$ cat src/rtl/alarm_beeper_if.sv
// Control/indicator bundle between the alarm FSM and the beeper.
interface alarm_beeper_if;
    logic start;
    logic stop;
    logic repeat_en;
    logic buzz;
    logic led;
    logic busy;
    logic done;

    modport master (
        output start, stop, repeat_en,
        input  buzz, led, busy, done
    );

    modport slave (
        input  start, stop, repeat_en,
        output buzz, led, busy, done
    );
endinterface

$ cat src/rtl/alarm_beeper.sv
// Turns start/stop event pulses into a timed beep/gap burst on the buzzer and LED.
module alarm_beeper #(
    parameter int unsigned TICK_DIV  = 250000,
    parameter int unsigned ON_TICKS  = 25,
    parameter int unsigned OFF_TICKS = 25,
    parameter int unsigned BEEPS     = 4,
    parameter int unsigned TONE_DIV  = 25000
) (
    input  logic           clk,
    input  logic           rst,
    alarm_beeper_if.slave  bus
);

    localparam int unsigned PRE_W  = $clog2(TICK_DIV);
    localparam int unsigned PH_MAX = (ON_TICKS > OFF_TICKS) ? ON_TICKS : OFF_TICKS;
    localparam int unsigned PH_W   = (PH_MAX > 1) ? $clog2(PH_MAX) : 1;
    localparam int unsigned BEEP_W = $clog2(BEEPS + 1);
    localparam int unsigned TONE_W = (TONE_DIV > 1) ? $clog2(TONE_DIV) : 1;

    typedef enum logic [1:0] {
        IDLE = 2'd0,
        ON   = 2'd1,
        OFF  = 2'd2
    } state_t;

    state_t              state, state_n;
    logic [PRE_W-1:0]    pre_cnt, pre_n;
    logic [PH_W-1:0]     phase_cnt, phase_n;
    logic [BEEP_W-1:0]   beep_cnt, beep_n;
    logic [TONE_W-1:0]   tone_cnt, tone_n;
    logic                buzz_q, buzz_n;
    logic                led_q, led_n;
    logic                busy_q, busy_n;
    logic                done_q, done_n;
    logic                tick;
    logic                tone_wrap;

    assign tick      = (pre_cnt == PRE_W'(TICK_DIV - 1));
    assign tone_wrap = (tone_cnt == TONE_W'(TONE_DIV - 1));

    // State and counter registers; all outputs are flops as well.
    always_ff @(posedge clk or posedge rst) begin
        if (rst) begin
            state     <= IDLE;
            pre_cnt   <= '0;
            phase_cnt <= '0;
            beep_cnt  <= '0;
            tone_cnt  <= '0;
            buzz_q    <= 1'b0;
            led_q     <= 1'b0;
            busy_q    <= 1'b0;
            done_q    <= 1'b0;
        end else begin
            state     <= state_n;
            pre_cnt   <= pre_n;
            phase_cnt <= phase_n;
            beep_cnt  <= beep_n;
            tone_cnt  <= tone_n;
            buzz_q    <= buzz_n;
            led_q     <= led_n;
            busy_q    <= busy_n;
            done_q    <= done_n;
        end
    end

    // Next-state, counter and output decode; stop always wins over a phase end.
    always_comb begin
        state_n = state;
        pre_n   = pre_cnt;
        phase_n = phase_cnt;
        beep_n  = beep_cnt;
        tone_n  = tone_cnt;
        buzz_n  = 1'b0;
        done_n  = 1'b0;

        case (state)
            IDLE: begin
                pre_n   = '0;
                phase_n = '0;
                tone_n  = '0;
                if (bus.start && !bus.stop) begin
                    state_n = ON;
                    beep_n  = '0;
                end
            end

            ON: begin
                if (bus.stop) begin
                    state_n = IDLE;
                    pre_n   = '0;
                    phase_n = '0;
                    tone_n  = '0;
                end else begin
                    pre_n = tick ? '0 : pre_cnt + 1'b1;
                    if (tick && (phase_cnt == PH_W'(ON_TICKS - 1))) begin
                        state_n = OFF;
                        phase_n = '0;
                        tone_n  = '0;
                        // Saturate so indefinite repeat never wraps the count.
                        beep_n  = (beep_cnt == BEEP_W'(BEEPS)) ? beep_cnt : beep_cnt + 1'b1;
                    end else begin
                        if (tick) begin
                            phase_n = phase_cnt + 1'b1;
                        end
                        tone_n = tone_wrap ? '0 : tone_cnt + 1'b1;
                        buzz_n = tone_wrap ? ~buzz_q : buzz_q;
                    end
                end
            end

            OFF: begin
                if (bus.stop) begin
                    state_n = IDLE;
                    pre_n   = '0;
                    phase_n = '0;
                end else begin
                    pre_n = tick ? '0 : pre_cnt + 1'b1;
                    if (tick && (phase_cnt == PH_W'(OFF_TICKS - 1))) begin
                        phase_n = '0;
                        tone_n  = '0;
                        if ((beep_cnt == BEEP_W'(BEEPS)) && !bus.repeat_en) begin
                            state_n = IDLE;
                            pre_n   = '0;
                            done_n  = 1'b1;
                        end else begin
                            state_n = ON;
                        end
                    end else if (tick) begin
                        phase_n = phase_cnt + 1'b1;
                    end
                end
            end

            default: begin
                state_n = IDLE;
                pre_n   = '0;
                phase_n = '0;
                tone_n  = '0;
            end
        endcase

        led_n  = (state_n == ON);
        busy_n = (state_n != IDLE);
    end

    assign bus.buzz = buzz_q;
    assign bus.led  = led_q;
    assign bus.busy = busy_q;
    assign bus.done = done_q;

endmodule

$ cat src/flat_wrapper.sv
// flat-port wrapper written by rule: the top's interface ports become plain ports
module alarm_beeper_flat 
#(
    parameter int unsigned TICK_DIV  = 250000,
    parameter int unsigned ON_TICKS  = 25,
    parameter int unsigned OFF_TICKS = 25,
    parameter int unsigned BEEPS     = 4,
    parameter int unsigned TONE_DIV  = 25000
)
  (clk, rst, bus_start, bus_stop, bus_repeat_en, bus_buzz, bus_led, bus_busy, bus_done);
  alarm_beeper_if bus_i ();
  input  logic clk;
  input  logic rst;
  input wire logic [$bits(bus_i.start)-1:0] bus_start;
  input wire logic [$bits(bus_i.stop)-1:0] bus_stop;
  input wire logic [$bits(bus_i.repeat_en)-1:0] bus_repeat_en;
  output wire logic [$bits(bus_i.buzz)-1:0] bus_buzz;
  output wire logic [$bits(bus_i.led)-1:0] bus_led;
  output wire logic [$bits(bus_i.busy)-1:0] bus_busy;
  output wire logic [$bits(bus_i.done)-1:0] bus_done;
  assign bus_i.start = bus_start;
  assign bus_i.stop = bus_stop;
  assign bus_i.repeat_en = bus_repeat_en;
  assign bus_buzz = bus_i.buzz;
  assign bus_led = bus_i.led;
  assign bus_busy = bus_i.busy;
  assign bus_done = bus_i.done;
  alarm_beeper #(.TICK_DIV(TICK_DIV), .ON_TICKS(ON_TICKS), .OFF_TICKS(OFF_TICKS), .BEEPS(BEEPS), .TONE_DIV(TONE_DIV)) u_core (.clk(clk), .rst(rst), .bus(bus_i));
endmodule
$ cat config.mk
export PLATFORM = sky130hd
export DESIGN_NAME = alarm_beeper_flat
export DESIGN_NICKNAME = d
export VERILOG_FILES = /design/src/rtl/alarm_beeper_if.sv /design/src/rtl/alarm_beeper.sv /design/src/flat_wrapper.sv
export SDC_FILE = /design/constraint.sdc
export NUM_CORES = 1
export LEC_CHECK = 0
export CORE_ASPECT_RATIO = 1.5
export CORE_MARGIN = 2
export CORE_UTILIZATION = 65
export DETAILED_ROUTE_END_ITERATION = 16
export PLACE_DENSITY = 0.89
export SYNTH_ARGS = -nofsm -noshare
export SYNTH_HDL_FRONTEND = slang
export SYNTH_SLANG_ARGS = --single-unit
$ cat constraint.sdc
create_clock -name clk -period 3.5 [get_ports clk]
set_clock_uncertainty 0.15 [all_clocks]
set_input_delay 0.7 -clock clk [delete_from_list [all_inputs] [get_ports clk]]
set_output_delay 0.7 -clock clk [all_outputs]
set_load 0.01 [all_outputs]
==> flow_summary.toml, run 1 <==
[yosys]
seq_area_frac_synth_pct = 44.6
synth.area.top_cells = "dfrtp_1 (45%), xnor2_1 (5.7%), ha_1 (4.7%)"
synth_nets = 294
yosysTopAreaCellShare_pct = 44.6
synth_area_mm2 = 0.00264
synth_warnings = 0
ys_ff_latch = 47
ys.flop_type = "dfrtp_1"
postSynthCellCount = 279
synthArstFlopShare_pct = 100
postSynthAreaPerCell_um2 = 9.44
yosysMostFrequentCell = "dfrtp_1"
synth_edf_count = 0
synth_cell_type_count = 42
synthTopCellsByCount = "dfrtp_1 (47), nor2_1 (29), inv_1 (20)"
yosys.area.top_type = "dfrtp_1"

[route]
via_per_inst = 6.34
ant_nets = 0
num_vias = 2117
wl_per_cell_um = 15.9
drt-total-wl_um = 5310
drtIter0Drc = 92
firstDrtPassIters = 4
drc = 0

[clock_tree]
cts_setup_buffers = 0
clk_pin_slew_ps = 80
cts_resized = 0
cts_buffer_depth = 2
numCtsBuffers = 5
htreeDepth = 2
cts_sinks = 47
hold_buffers = 0
tritoncts = "done"
cts_root_buffer = "clkbuf_8"
clock_latency_ps = 300

[global_route]
grt_start_max_net_pins = 48
grt_pass1_wl_um = 9110
antenna_found_initial = 0
grt.total_usage_pct = 25.5
grt_pass1_vias = 2082
grt_overflow = 0

[timing]
slew_viol_final = 0
fmax_ghz = 0.364
max_slew_margin_pct = 19.1
setup_tns_ps = 0
tightest_slew_ps = 1200
hold_slack_ps = 309
rsz0062_at_grt = "no"
hold_viol = 0
setup_viol = 0
fin_crit_ps = 2740
fin_crit_sh_pct = 78.4

[pwr]
power_mw = 1.21
vdd_drop_max_uv = 414
p_int_mw = 0.880
cellLeakagePower_nw = 1.10
p_clk_share_pct = 34.3
seqPwrFrac_pct = 48.2
power_switching_mw = 0.326
power_density_mw_per_mm2 = 422
swShare_pct = 27.0
p_comb_share_pct = 17.5

[die]
start_util_pct = 67.2
die_x_um = 56.0
ios = 9
rows = 28
core_mm2 = 0.00392
dieArea_mm2 = 0.00459
die_h_um = 82.0

[worst_setup_path]
crit_required_ps = 3480
r2r_cells = 5
critPathMaxFanout = 18
critPathLaunchType = "flip-flop"
end_kind = "flip-flop"
worstSetupPathType = "reg2reg"
arrival_ps = 2730

[run]
cap_viol_max_count = 0

[hold_path]
hold_depth = 1
min_path_type = "reg2reg"

[final_layout]
fill_cells = 302
instances_no_fill = 334
finish.utilization_pct = 72.9
diodes = 0
drive_gt1_share_pct = 6.57
area_delta_synth_final_pct = 8.55
nets = 303

[place]
dpl.hpwl_um = 3750
dp.cells = 326
port_buffers = 8
place_congestion = 0.826

[run_status]
status = "completed"
worst paths after layout:
| kind | endpoint | start | slack, ps |
|---|---|---|---|
| worst max-delay path | u_core.pre_cnt[8] | u_core.pre_cnt[5] | 760 |
| worst min-delay path | u_core.pre_cnt[0] | u_core.pre_cnt[0] | 310 |
| max in group asynchronous | u_core.pre_cnt[0] | rst | 1840 |
| worst min register to register | u_core.pre_cnt[0] | u_core.pre_cnt[0] | 310 |
| worst max register to register | u_core.pre_cnt[8] | u_core.pre_cnt[5] | 760 |
| min in group asynchronous | u_core.tone_cnt[1] | rst | 780 |
power by group through the flow:
stage	Combinational [mW]	Clock [mW]	Sequential (mW)
after floorplan	0.144	0	0.596
after global placement	0.211	0	0.591
after detailed placement	0.213	0	0.592
after CTS	0.214	0.420	0.581
after global routing	0.240	0.439	0.585
final	0.211	0.413	0.581
through the flow:
step           area [um2]  worst slack [ps]
3_5_place_dp         2740               617
3_3_place_gp         2740               754
2_1_floorplan        2640              1210
5_1_grt              2860               514
4_1_cts              2860               784
6_report             2860               755
metal layers:
layer | track usage (%) | vias up | part of all wire, %
met3 | 4.72 | 13 | 3.1
met4 | 13.1 | 0 | 2.8
li1 | - | 1024 | -
met2 | 47.6 | 42 | 55
met1 | 27.4 | 1038 | 39
met5 | 0 | - | 0
critical path, cell delays in order (launching register included):
cell     delay, ps
dfrtp_1        450
nor4b_4        340
nor4b_4        480
a21oi_1        290
o21ai_1        720
nor2_1         150
cells in the final DEF, fill, tap and decap left out, drive strengths merged, types with 2 or more instances in the layout:
master	Yosys	final
a21o	4	4
a21oi	16	16
a311o	2	2
a31oi	3	3
and2	2	2
and3	3	3
clkbuf	4	6
clkdlybuf4s50	0	8
dfrtp	47	47
ha	10	10
inv	20	20
nand2	19	19
nand2b	4	4
nand3	18	18
nand4	5	5
nand4b	2	2
nor2	30	30
nor2b	2	2
nor3	7	7
nor4	4	4
nor4b	3	3
o211ai	3	3
o21ai	12	12
o31ai	11	11
or3	6	6
or4	12	12
or4b	4	4
xnor2	17	17
layout make-up:
class / instances / area, um2 / area share [%]
multi-input combinational: 205 / 1350 / 47.1
clock buffer: 6 / 82.6 / 2.89
inverter: 20 / 75.1 / 2.62
sequential: 47 / 1180 / 41.1
timing repair buffer: 9 / 87.6 / 3.06
tap: 45 / 56.3 / 1.97
clock inverter: 2 / 35.0 / 1.22
flip-flops by register name (all words and copies together), names as in the netlist:
register and count:
u_core.state 2, u_core.tone_cnt 15, u_core.beep_cnt 3, u_core.bus.done 1, u_core.pre_cnt 18, u_core.bus.buzz 1
u_core.bus.led 1, u_core.bus.busy 1, u_core.phase_cnt 5
logic make-up (layout without fill, tap and decap cells):
logic type	count (synthesis)	in the layout	synth area share, %
adders and majority gates	10	10	4.75
AOI/OAI and AO/OA	56	56	14.4
xor gates and xnor gates	18	18	5.98
buffers and inverters	27	37	4.23
and+or+nand+nor	121	121	26.0
DFF	47	47	44.6
Power figures use the tool's default switching activity.
==> run 2: changes to the inputs <==
CORE_UTILIZATION = 61   (was 65)
PLACE_DENSITY = 0.84   (was 0.89)
clock period = 2.6 ns   (was 3.5 ns; I/O delays follow)
==> flow_summary.toml, run 2 (same netlist as run 1, synthesis figures left out) <==
[worst_setup_path]
crit_required_ps = 2680
r2r_cells = 6
r2r_start = "u_core.pre_cnt[5]"
r2r_slack_ps = 80
worstSetupPathType = "reg2reg"
critPathMaxFanout = 7
arrival_ps = 2600
end_kind = "flip-flop"
critPathLaunchType = "flip-flop"
r2r-end = "u_core.phase_cnt[4]"

[pwr]
p_comb_share_pct = 18.7
power_switching_mw = 0.455
vdd_drop_max_uv = 514
swShare_pct = 28.0
p_int_mw = 1.17
p_clk_share_pct = 33.3
power_density_mw_per_mm2 = 553
seqPwrFrac_pct = 48.1
power_mw = 1.63
cellLeakagePower_nw = 1.14

[die]
rows = 29
start_util_pct = 62.6
die_x_um = 57.7
core_mm2 = 0.00421
ios = 9
die_h_um = 84.5
dieArea_mm2 = 0.00487

[route]
drtIter0Drc = 96
ant_nets = 0
firstDrtPassIters = 4
wl_per_cell_um = 15.7
drc = 0
num_vias = 2141
via_per_inst = 6.22
drt-total-wl_um = 5420

[clock_tree]
cts_setup_buffers = 0
cts_root_buffer = "clkbuf_8"
clk_pin_slew_ps = 90
clock_latency_ps = 310
htreeDepth = 2
cts_sinks = 47
tritoncts = "done"
numCtsBuffers = 5
cts_buffer_depth = 2

[timing]
setup_ws_ps = 76.6
fin_crit_ps = 2520
hold_viol = 0
max_slew_margin_pct = 55.0
tightest_slew_ps = 673
slew_viol_final = 0
setup_viol = 0
hold_slack_ps = 305
fin_crit_sh_pct = 97.1
fmax_ghz = 0.396

[run_status]
status = "completed"

[run]
cap_viol_max_count = 0

[global_route]
grt.total_usage_pct = 23.7
use_met1_pct = 25.8
grt_use_met2_pct = 43.8
grt_overflow = 0
gr-max-usage-layer = "met2"
grt_use_met3_pct = 4.16
grt_pass1_wl_um = 9200
grt_start_max_net_pins = 29
antenna_found_initial = 0
grt_pass1_vias = 2098

[place]
place_area_mm2 = 0.00282
dpl.hpwl_um = 3730
port_buffers = 8
place_congestion = 0.959
pre_cts_slack_ps = 109

[hold_path]
min_path_type = "reg2reg"
holdPathEnd = "u_core.pre_cnt[0]"
hold_depth = 1
min_from = "u_core.pre_cnt[0]"

[final_layout]
fill_cells = 334
final_common_cell = "dfrtp_1"
fin_area_mm2 = 0.00294
seqCellArea_mm2 = 0.00118
layout_common_cells = "dfrtp_1 (47), nor2_1 (29), inv_1 (19), nand2_1 (19), nand3_1 (18)"
largestRegisters = "u_core.pre_cnt (18), u_core.tone_cnt (15), u_core.phase_cnt (5)"
nets = 312
largest_register = "u_core.pre_cnt"
multiInputGateArea_mm2 = 0.00136
area_delta_synth_final_pct = 11.6
diodes = 0
largest_reg_flops = 18
drive_gt1_share_pct = 9.40
[run 2: changes by cell type in the layout (fill, tap and decap cells not counted), sizes merged]
cell | previous run | this run
buf | 1 | 9
clkinv | 1 | 2
clkbuf | 6 | 5
a31oi | 3 | 4
[run 2: final cells by class]
class,count,area share [%]
sequential,47,40.0
multi-input combinational,206,46.2
clock inverter,3,1.49
inverter,20,2.55
timing repair buffer,17,5.44
tap,46,1.96
clock buffer,5,2.34
[run 2: worst max path at each step]
stage | start | to | slack, ps | cells past startpoint
detailed placement | bus_stop | u_core.tone_cnt[11] | 110 | 5
global placement | bus_stop | u_core.tone_cnt[5] | 160 | 5
global route | u_core.pre_cnt[5] | u_core.phase_cnt[4] | -20 | 6
floorplan | u_core.pre_cnt[5] | u_core.tone_cnt[14] | 310 | 6
CTS | u_core.pre_cnt[9] | u_core.tone_cnt[11] | 120 | 5
finish | u_core.pre_cnt[5] | u_core.phase_cnt[4] | 80 | 6
[run 2: power groups by stage]
stage          clock network [mW]  logic (mW)  registers (mW)
2_1_floorplan                   0       0.193           0.802
4_1_cts                     0.550       0.306           0.783
6_report                    0.541       0.304           0.782
3_3_place_gp                    0       0.300           0.796
5_1_grt                     0.576       0.341           0.786
3_5_place_dp                    0       0.306           0.797
[run 2: metal layers]
metal | wire, um | vias to the layer above
li1 | - | 1044
met1 | 2190 | 1050
met2 | 2970 | 36
met3 | 141 | 11
met4 | 110 | 0
met5 | 0 | -
[run 2: per-stage QoR]
step	instances	utilization, %	setup TNS, ps
3_3_place_gp	335	66.9	0
5_1_grt	344	69.9	-20.1
2_1_floorplan	279	-	0
3_5_place_dp	335	66.9	0
6_report	344	69.9	0
4_1_cts	343	69.6	0
[run 2: critical path, cell delays in order (launching register included)]
cell and delay, ps:
dfrtp_1 460, nor4b_4 370, nor4b_4 440, buf_4 230, a21oi_1 180, or4_1 520
o211ai_1 110
[run 2: timing repair]
action | in CTS | in global routing
resized for setup | 0 | 0
endpoints found under the setup margin | 0 | 3
hold buffers | 0 | 0
